--- src/rtl/addsub_pkg.sv ---
// addsub_pkg: shared types and stage-count helper for the pipelined add/subtract unit
package addsub_pkg;
  typedef enum logic {OP_ADD = 1'b0, OP_SUB = 1'b1} addsub_op_t;
  function automatic int num_stages(input int width, input int chunk);
    return (width + chunk - 1) / chunk;
  endfunction
endpackage

--- src/rtl/addsub_chunk_stage.sv ---
// addsub_chunk_stage: registered W-bit slice adder with carry chain and valid pass-through
module addsub_chunk_stage #(
  parameter int W = 9
) (
  input  logic         clk,
  input  logic         reset,
  input  logic         en,
  input  logic         v_in,
  input  logic [W-1:0] a,
  input  logic [W-1:0] b,
  input  logic         c_in,
  output logic         v_out,
  output logic [W-1:0] s,
  output logic         c_out
);
  logic         v_q, v_d, c_q, c_d;
  logic [W-1:0] s_q, s_d;
  // Data only loads on real beats so bubbles leave the last result in place
  always_comb begin
    v_d = en ? v_in : v_q;
    {c_d, s_d} = (en && v_in) ? {1'b0, a} + {1'b0, b} + (W + 1)'(c_in) : {c_q, s_q};
    v_out = v_q;
    s = s_q;
    c_out = c_q;
  end
  always_ff @(posedge clk or posedge reset)
    if (reset) begin
      v_q <= 1'b0;
      c_q <= 1'b0;
      s_q <= '0;
    end else begin
      v_q <= v_d;
      c_q <= c_d;
      s_q <= s_d;
    end
endmodule

--- src/rtl/pipelined_addsub.sv ---
// pipelined_addsub: WIDTH-bit add/subtract split into CHUNK-bit stages with registered carries
module pipelined_addsub
  import addsub_pkg::*;
#(
  parameter int WIDTH = 20,
  parameter int CHUNK = 9
) (
  input  logic             clk,
  input  logic             reset,
  input  logic             in_valid,
  output logic             in_ready,
  input  logic             op_sub,
  input  logic [WIDTH-1:0] a,
  input  logic [WIDTH-1:0] b,
  input  logic             c_in,
  output logic             out_valid,
  input  logic             out_ready,
  output logic [WIDTH-1:0] sum,
  output logic             c_out,
  output logic             ovf
);
  localparam int STAGES = num_stages(WIDTH, CHUNK);
  logic              adv;
  logic [STAGES-1:0] v, co, vi, ci;
  logic [WIDTH-1:0]  src_a [STAGES];
  logic [WIDTH-1:0]  src_b [STAGES];
  logic [WIDTH-1:0]  lo_w  [STAGES];
  logic [WIDTH-1:0]  s_w   [STAGES];
  logic [WIDTH-1:0]  a_q   [STAGES];
  logic [WIDTH-1:0]  a_d   [STAGES];
  logic [WIDTH-1:0]  b_q   [STAGES];
  logic [WIDTH-1:0]  b_d   [STAGES];
  logic [WIDTH-1:0]  r_q   [STAGES];
  logic [WIDTH-1:0]  r_d   [STAGES];
  // a_q/b_q skew operands toward their stage; r_q deskews finished low chunks
  always_comb begin
    adv = !v[STAGES-1] || out_ready;
    vi[0] = in_valid;
    ci[0] = (addsub_op_t'(op_sub) == OP_SUB) ? !c_in : c_in;
    src_a[0] = a;
    src_b[0] = (addsub_op_t'(op_sub) == OP_SUB) ? ~b : b;
    lo_w[0] = '0;
    for (int k = 1; k < STAGES; k++) begin
      vi[k] = v[k-1];
      ci[k] = co[k-1];
      src_a[k] = a_q[k-1];
      src_b[k] = b_q[k-1];
      lo_w[k] = r_q[k-1] | s_w[k-1];
    end
    for (int k = 0; k < STAGES; k++) begin
      a_d[k] = (adv && vi[k]) ? src_a[k] : a_q[k];
      b_d[k] = (adv && vi[k]) ? src_b[k] : b_q[k];
      r_d[k] = (adv && vi[k]) ? lo_w[k] : r_q[k];
    end
    in_ready = adv;
    out_valid = v[STAGES-1];
    sum = r_q[STAGES-1] | s_w[STAGES-1];
    c_out = co[STAGES-1];
    ovf = (a_q[STAGES-1][WIDTH-1] == b_q[STAGES-1][WIDTH-1]) && (sum[WIDTH-1] != a_q[STAGES-1][WIDTH-1]);
  end
  always_ff @(posedge clk or posedge reset)
    if (reset) begin
      a_q <= '{default: '0};
      b_q <= '{default: '0};
      r_q <= '{default: '0};
    end else begin
      a_q <= a_d;
      b_q <= b_d;
      r_q <= r_d;
    end
  // The final slice takes whatever bits remain when WIDTH is not a multiple of CHUNK
  for (genvar i = 0; i < STAGES; i++) begin : g_stage
    localparam int LO = i * CHUNK;
    localparam int W = (i == STAGES - 1) ? WIDTH - LO : CHUNK;
    logic [W-1:0] s;
    addsub_chunk_stage #(.W(W)) u_stage (
      .clk   (clk),
      .reset (reset),
      .en    (adv),
      .v_in  (vi[i]),
      .a     (src_a[i][LO +: W]),
      .b     (src_b[i][LO +: W]),
      .c_in  (ci[i]),
      .v_out (v[i]),
      .s     (s),
      .c_out (co[i])
    );
    assign s_w[i] = WIDTH'(s) << LO;
  end
endmodule
--- config.mk ---
export PLATFORM = sky130hd
export DESIGN_NAME = pipelined_addsub
export DESIGN_NICKNAME = d
export VERILOG_FILES = /design/src/rtl/addsub_pkg.sv /design/src/rtl/addsub_chunk_stage.sv /design/src/rtl/pipelined_addsub.sv
export SDC_FILE = /design/constraint.sdc
export NUM_CORES = 1
export LEC_CHECK = 0
export ABC_AREA = 1
export CAP_MARGIN = 20
export CELL_PAD_IN_SITES_DETAIL_PLACEMENT = 1
export CELL_PAD_IN_SITES_GLOBAL_PLACEMENT = 1
export CORE_ASPECT_RATIO = 2
export CORE_UTILIZATION = 26
export CTS_CLUSTER_SIZE = 30
export DETAILED_ROUTE_END_ITERATION = 10
export PLACE_DENSITY_LB_ADDON = 0.05
export SETUP_SLACK_MARGIN = 0.05
export SYNTH_ARGS = -nofsm -noshare
export SYNTH_HDL_FRONTEND = slang
export SYNTH_SLANG_ARGS = --single-unit
--- constraint.sdc ---
create_clock -name clk -period 4.15 [get_ports clk]
set_input_delay 0.83 -clock clk [delete_from_list [all_inputs] [get_ports clk]]
set_output_delay 0.83 -clock clk [all_outputs]
set_load 0.05 [all_outputs]
==> out/qor.yml, run 1 <==
outcome:
  outcome: "finished clean"
setup_path:
  crit_buf_inv: 3
  crit_path_start_kind: "input pin"
  r2r-start: "a_q[49]"
  path_delay_family: "buffers and inverters"
  worstPathRequired_ps: 3320
  slowest_delay_ps: 800
  r2r_slack_ps: 2380
  path_cells: "clkdlybuf4s50_1, nor2_4, inv_6, clkdlybuf4s50_1"
  path_class: "in2out"
  endpoint_kind: "output pin"
  r2r_cells: 10
  crit_path_frequent_cell: "clkdlybuf4s50_1"
  critPathMaxFanout: 6
  worst_path_max_delay_cell: "clkdlybuf4s50_1"
  cp_data_arrival_time_ps: 2330
  r2r_end: "g_stage[1].u_stage.s[6]"
synth:
  synth_edf_count: 0
  synth_area_leader_cell: "dfrtp_1"
  syn-cell-area_um2: 4242
  async_reset_ff_share_pct: 100.0
  synthTopCellsByCount: "163 x nand2_1, 81 x dfrtp_1, 49 x inv_1, 29 x o21ai_0, 22 x nand3_1"
  ys.flop_type: "dfrtp_1"
  yosysWarnings: 0
  syn_inst: 473
  syn_nets: 541
  yosysTopAreaCellShare_pct: 47.79
  seq_area_frac_synth_pct: 47.79
  ys_ff_latch: 81
  synth_most_common_cell: "nand2_1"
  synth_area_leaders: "dfrtp_1 48%, nand2_1 14%, ha_1 4.7%, inv_1 4.3%, o21ai_0 3.4%"
  yosysUniqueCellTypes: 30
  avgSynthCellArea_um2: 8.967
global_route:
  grt.overflow.total: 0
  met2_usage_pct: 22.25
  grtUsageMet3_pct: 2.875
  grt_most_used_layer: "met2"
  antenna_found_initial: 1
  met1_usage_pct: 14.56
  grt_pass1_wl_mm: 16.59
  grt_max_degree: 48
  grt.total_usage_pct: 12.75
  grt_pass1_vias: 3398
hold_path:
  hp-class: "reg2reg"
  min_to: "g_stage[0].u_stage.s[0]"
  hp-start: "g_stage[0].u_stage.s[0]"
  min_path_cells: 2
die:
  num_rows: 65
  start_util_pct: 26.75
  die-height_um: 182.6
  die-area_um2: 16860
  die_w_um: 92.32
  pin_count: 70
  coreArea_um2: 15860
sta:
  setup_violations: 0
  tns_ps: 0
  hold_viol: 0
  relSlewSlack_pct: 53.81
  skew_ps: 7.767
  worst_pin_slew_ps: 692.0
  max_freq_ghz: 0.3169
  drv_slew: 0
  timing.final.crit_share_pct: 76.03
  rsz0062_at_grt: "false"
  period_minus_slack_ps: 3155
finish:
  fin_nets: 610
  register_area_um2: 2027
  multi_input_area_um2: 1886
  instances_no_fill: 748
  layout-drive-gt1-share_pct: 9.872
  fin_area_um2: 5376
  final_util_pct: 33.90
  areaGrowthSynthToFinish_pct: 26.76
  fillers: 1867
  num_antenna_cells: 0
drt:
  wl_mm: 9.730
  first_pass_iters: 4
  via_count: 3161
  ant_nets: 0
  drc_errors: 0
  drt_iter0_drc: 111
  wl_per_cell_um: 13.01
  vias_per_cell: 4.226
clock_network:
  clk_latency_ps: 340
  holdBufCountCts: 0
  cts_tree: "yes"
  clk_path_buf_depth: 2
  cts_inserted_buffers: 9
  clk_pin_slew_ps: 60
  cts_sinks: 81
  cts_setup_buffers: 0
  cts.repair.resized: 0
  clock-root-buffer: "clkbuf_16"
  htreeDepth: 3
job:
  maxCapViolCount: 0
place:
  port-buffer-count: 69
  dp.cells: 732
  dp_hpwl_mm: 7.600
  post_dp_cell_area_um2: 5094
  gp_congestion: 0.7904
pwr:
  peakVddDrop_v: 0.0001933
  power_density_nw_per_um2: 669.2
  p_leak_uw: 0.002606
[report_power, final]
part           internal [uW]  leakage, uW  total, uW  switching [uW]
clock                    434     0.000137        751             317
sequential              1100      0.00100       1260             160
combinational            603      0.00147       1590             983
total                   2140      0.00261       3600            1460
[worst reg2reg max path: stages (launching register included)]
cell	delay (ps)
dfrtp_1	400
fa_1	450
inv_1	90
fa_1	160
inv_1	50
nand2_1	70
nand2_1	90
nand3b_1	140
nand3_1	90
nand3_1	90
nand2_1	50
[cells by family (layout without fill, tap and decap cells)]
| group | Yosys count | count (layout) | share of synthesized area [%] |
|---|---|---|---|
| AOI/OAI and AO/OA | 53 | 53 | 7.139 |
| buffers and inverters | 68 | 142 | 7.758 |
| and+or+nand+nor | 212 | 212 | 20.94 |
| DFF | 81 | 81 | 47.79 |
| xor gates and xnor gates | 26 | 26 | 5.369 |
| muxes | 11 | 11 | 3.451 |
| adders and majority gates | 22 | 22 | 7.552 |
[state kept, by name, indices dropped and copies added (netlist names)]
| register | flops |
|---|---|
| a_q | 14 |
| g_stage.u_stage.v_out | 3 |
| g_stage.u_stage.s | 20 |
| g_stage.u_stage.c_out | 3 |
| r_q | 27 |
| b_q | 14 |
[cell type report]
type / count / share of cell area [%]
Inverter: 52 / 3.747
Clock buffer: 11 / 4.701
Multi-Input combinational cell: 324 / 35.07
Tap cell: 201 / 4.678
Timing Repair Buffer: 74 / 13.54
Clock inverter: 5 / 0.5585
Sequential cell: 81 / 37.70
[routing by layer]
metal,vias up,routed length (um)
met2,51,5139
met3,12,306
met5,-,17
li1,1612,-
met1,1484,4065
met4,2,201
[cells in the final DEF, fill, tap and decap left out]
cell type and count:
o21ai_2 10, dfrtp_1 81, nand3b_1 4, o21ai_1 4, clkinvlp_4 2, nand2_8 1
inv_6 1, a21oi_1 10, ha_1 16, mux2_2 5, nand2_1 163, or2_2 4
xor2_1 12, buf_4 5, nor2_4 2, clkbuf_8 2, xnor2_1 14, nor3_1 1
nand2_4 1, nand3_1 22, clkdlybuf4s50_1 69, inv_2 2, clkbuf_16 9, fa_1 6
nor2_1 14, clkinv_2 4, o21ai_0 29, inv_1 48, mux2_4 6
[through the flow]
stage                     power [uW]  setup WS [ps]  hold WS [ps]
after floorplan                 2425           1240         442.0
after global placement          2866           1025         458.8
after detailed placement        2905          985.9         460.2
after CTS                       3683          976.6         475.6
after global routing            3883          959.1         502.2
final                           3598          994.9         467.0
[how the worst max path moves through the flow]
stage          slack [ps]      start  depth (start not counted)        to
6_report              990  out_ready                          4  in_ready
3_5_place_dp          990  out_ready                          4  in_ready
4_1_cts               980  out_ready                          4  in_ready
2_1_floorplan        1240      reset                          1   a_q[19]
3_3_place_gp         1030  out_ready                          4  in_ready
5_1_grt               960  out_ready                          4  in_ready
Power figures use the tool's default switching activity.
==> inputs of run 2 (changes only) <==
==> constraint.sdc (replaced) <==
create_clock -name clk -period 2.8 [get_ports clk]
set_input_delay 0.56 -clock clk [delete_from_list [all_inputs] [get_ports clk]]
set_output_delay 0.56 -clock clk [all_outputs]
set_load 0.05 [all_outputs]
==> run 2 against run 1 <==
  * Combinational power is 50% higher
  * Final area rose by 1.4%
  * Critical endpoint is now g_stage[0].u_stage.s[8]
  * Power up 53%
  * Clock power is 68% higher
  * Sequential share of layout area decreased by 0.52 points
  * Critical path type is now in2reg
  * Non-clock buffer count grew 2
==> out/qor.yml, run 2 (same netlist as run 1, synthesis figures left out) <==
die:
  pin_count: 70  # unchanged
  coreArea_um2: 15860  # unchanged
  die-area_um2: 16860  # unchanged
  num_rows: 65  # unchanged
  start_util_pct: 26.75  # unchanged
  die-height_um: 182.6  # unchanged
  die_w_um: 92.32  # unchanged
global_route:
  grt_max_degree: 82  # +71%
  grt_pass1_wl_mm: 17.03  # +2.6%
  grt_pass1_vias: 3480  # +2.4%
  grt.total_usage_pct: 13.13  # +0.38 points
  grt.overflow.total: 0  # unchanged
  antenna_found_initial: 0  # -1
drt:
  wl_mm: 9.889  # +1.6%
  drt_iter0_drc: 55  # -50%
  wl_per_cell_um: 13.19  # +1.4%
  drc_errors: 0  # unchanged
  via_count: 3176  # +0.47%
  vias_per_cell: 4.235  # +0.21%
  first_pass_iters: 4  # unchanged
  ant_nets: 0  # unchanged
clock_network:
  cts.repair.resized: 0  # unchanged
  clk_pin_slew_ps: 60  # about the same
  holdBufCountCts: 0  # unchanged
  cts_tree: "yes"
  cts_inserted_buffers: 9  # unchanged
  clk_path_buf_depth: 2  # unchanged
  clock-root-buffer: "clkbuf_16"
  htreeDepth: 3  # unchanged
  clk_latency_ps: 340  # about the same
  cts_sinks: 81  # unchanged
  cts_setup_buffers: 0  # unchanged
hold_path:
  hp-class: "reg2reg"
finish:
  fin_nets: 612  # +0.33%
  regMostFlops: "r_q"
  final_common_cell: "nand2_1"
  num_antenna_cells: 0  # unchanged
  fillers: 1889  # +1.2%
  largest_reg_flops: 27  # unchanged
  final_cell_mix: "163 x nand2_1, 81 x dfrtp_1, 68 x clkdlybuf4s50_1"
  areaGrowthSynthToFinish_pct: 28.53
  final_util_pct: 34.37  # +0.47 points
  layout-drive-gt1-share_pct: 10.38  # +0.51 points
pwr:
  power_density_nw_per_um2: 1010  # +51%
  peakVddDrop_v: 0.0003010  # +56%
  p_leak_uw: 0.002644  # +1.4%
place:
  dp_hpwl_mm: 7.702  # +1.3%
  port-buffer-count: 69  # unchanged
  gp_congestion: 0.8101  # +2.5%
sta:
  max_freq_ghz: 0.4125
  period_minus_slack_ps: 2424
  rsz0062_at_grt: "false"
  tns_ps: 0  # unchanged
  timing.final.crit_share_pct: 86.57
  drv_slew: 0  # unchanged
  relSlewSlack_pct: 66.34  # +13 points
  skew_ps: 11.42  # +3.651 ps
  hold_viol: 0  # unchanged
  setup_violations: 0  # unchanged
  worst_pin_slew_ps: 503.3  # -188.7 ps
setup_path:
  crit_buf_inv: 3  # unchanged
  crit_path_frequent_cell: "nand2_1"
  path_delay_family: "buffers and inverters"
  critPathMaxFanout: 4  # -2
  endpoint_kind: "flop"
  crit_path_start_kind: "input pin"
  path_class: "in2reg"
  r2r_slack_ps: 980  # -1400 ps
  worstPathRequired_ps: 3030  # -290 ps
  cp_data_arrival_time_ps: 2660  # +330 ps
  worst_path_max_delay_cell: "clkdlybuf4s50_1"
  slowest_delay_ps: 650  # -150 ps
  path_cells: "clkdlybuf4s50_1, xor2_1, fa_1, inv_1, fa_1, inv_1, nand2_1, nand2_1, nand3_1, nand2_1, nand2_1, nand3_1, nand2_1"
outcome:
  outcome: "finished clean"
job:
  maxCapViolCount: 0  # unchanged
-- run 2: layout make-up --
| type | instances | area (um^2) | area share (%) |
|---|---|---|---|
| Inverter | 52 | 201.4 | 3.695 |
| Sequential cell | 81 | 2027 | 37.18 |
| Clock buffer | 9 | 225.2 | 4.131 |
| Clock inverter | 7 | 95.09 | 1.744 |
| Tap cell | 201 | 251.5 | 4.613 |
| Timing Repair Buffer | 76 | 765.7 | 14.05 |
| Multi-Input combinational cell | 324 | 1886 | 34.59 |
-- run 2: path summary, 6_finish.rpt --
kind,from,end,depth (start not counted)
max,op_sub,g_stage[0].u_stage.s[8],13
min,g_stage[1].u_stage.s[8],g_stage[1].u_stage.s[8],2
max reg2reg,a_q[49],g_stage[1].u_stage.s[6],10
min reg2reg,g_stage[1].u_stage.s[8],g_stage[1].u_stage.s[8],2
max in group asynchronous,reset,r_q[16],3
min in group asynchronous,reset,r_q[3],3
-- run 2: report_power, final --
part	total [uW]	internal, uW	switching, uW
sequential	1870	1630	239
combinational	2380	905	1470
clock	1260	780	483
total	5510	3310	2190
-- run 2: worst min-delay path, cell delays in order (launching register included) --
cell	delay [ps]
dfrtp_1	340
nand2_1	50
nand2_1	50
-- run 2: per-stage QoR --
stage	setup WS (ps)	hold WS, ps	cell area, um^2	power (uW)	std cells
floorplan	159.9	442.0	4242	3594	473
global placement	4.924	461.3	5131	4253	734
detailed placement	-41.21	462.8	5131	4330	734
CTS	328.9	478.5	5451	5633	750
global route	184.1	513.9	5451	5961	750
finish	375.9	473.3	5451	5507	750
-- run 2: metal layers --
layer  vias up  global-route usage, %  routed length [um]
met5         -                      0                   0
met1      1492                  15.12                4110
met4         0                  7.187                 201
met2        52                  22.84                5310
li1       1620                      -                   -
met3        12                  2.042                 267
==> inputs of run 3 (changes only) <==
--- a/config.mk
+++ b/config.mk
@@ -11,6 +11,7 @@
 export CELL_PAD_IN_SITES_GLOBAL_PLACEMENT = 1
 export CORE_ASPECT_RATIO = 2
 export CORE_UTILIZATION = 26
+export CTS_CLUSTER_DIAMETER = 50
 export CTS_CLUSTER_SIZE = 30
 export DETAILED_ROUTE_END_ITERATION = 10
 export PLACE_DENSITY_LB_ADDON = 0.05
==> results of run 3 <==
The final DEF is identical to that of run 2; final timing and power are the same.
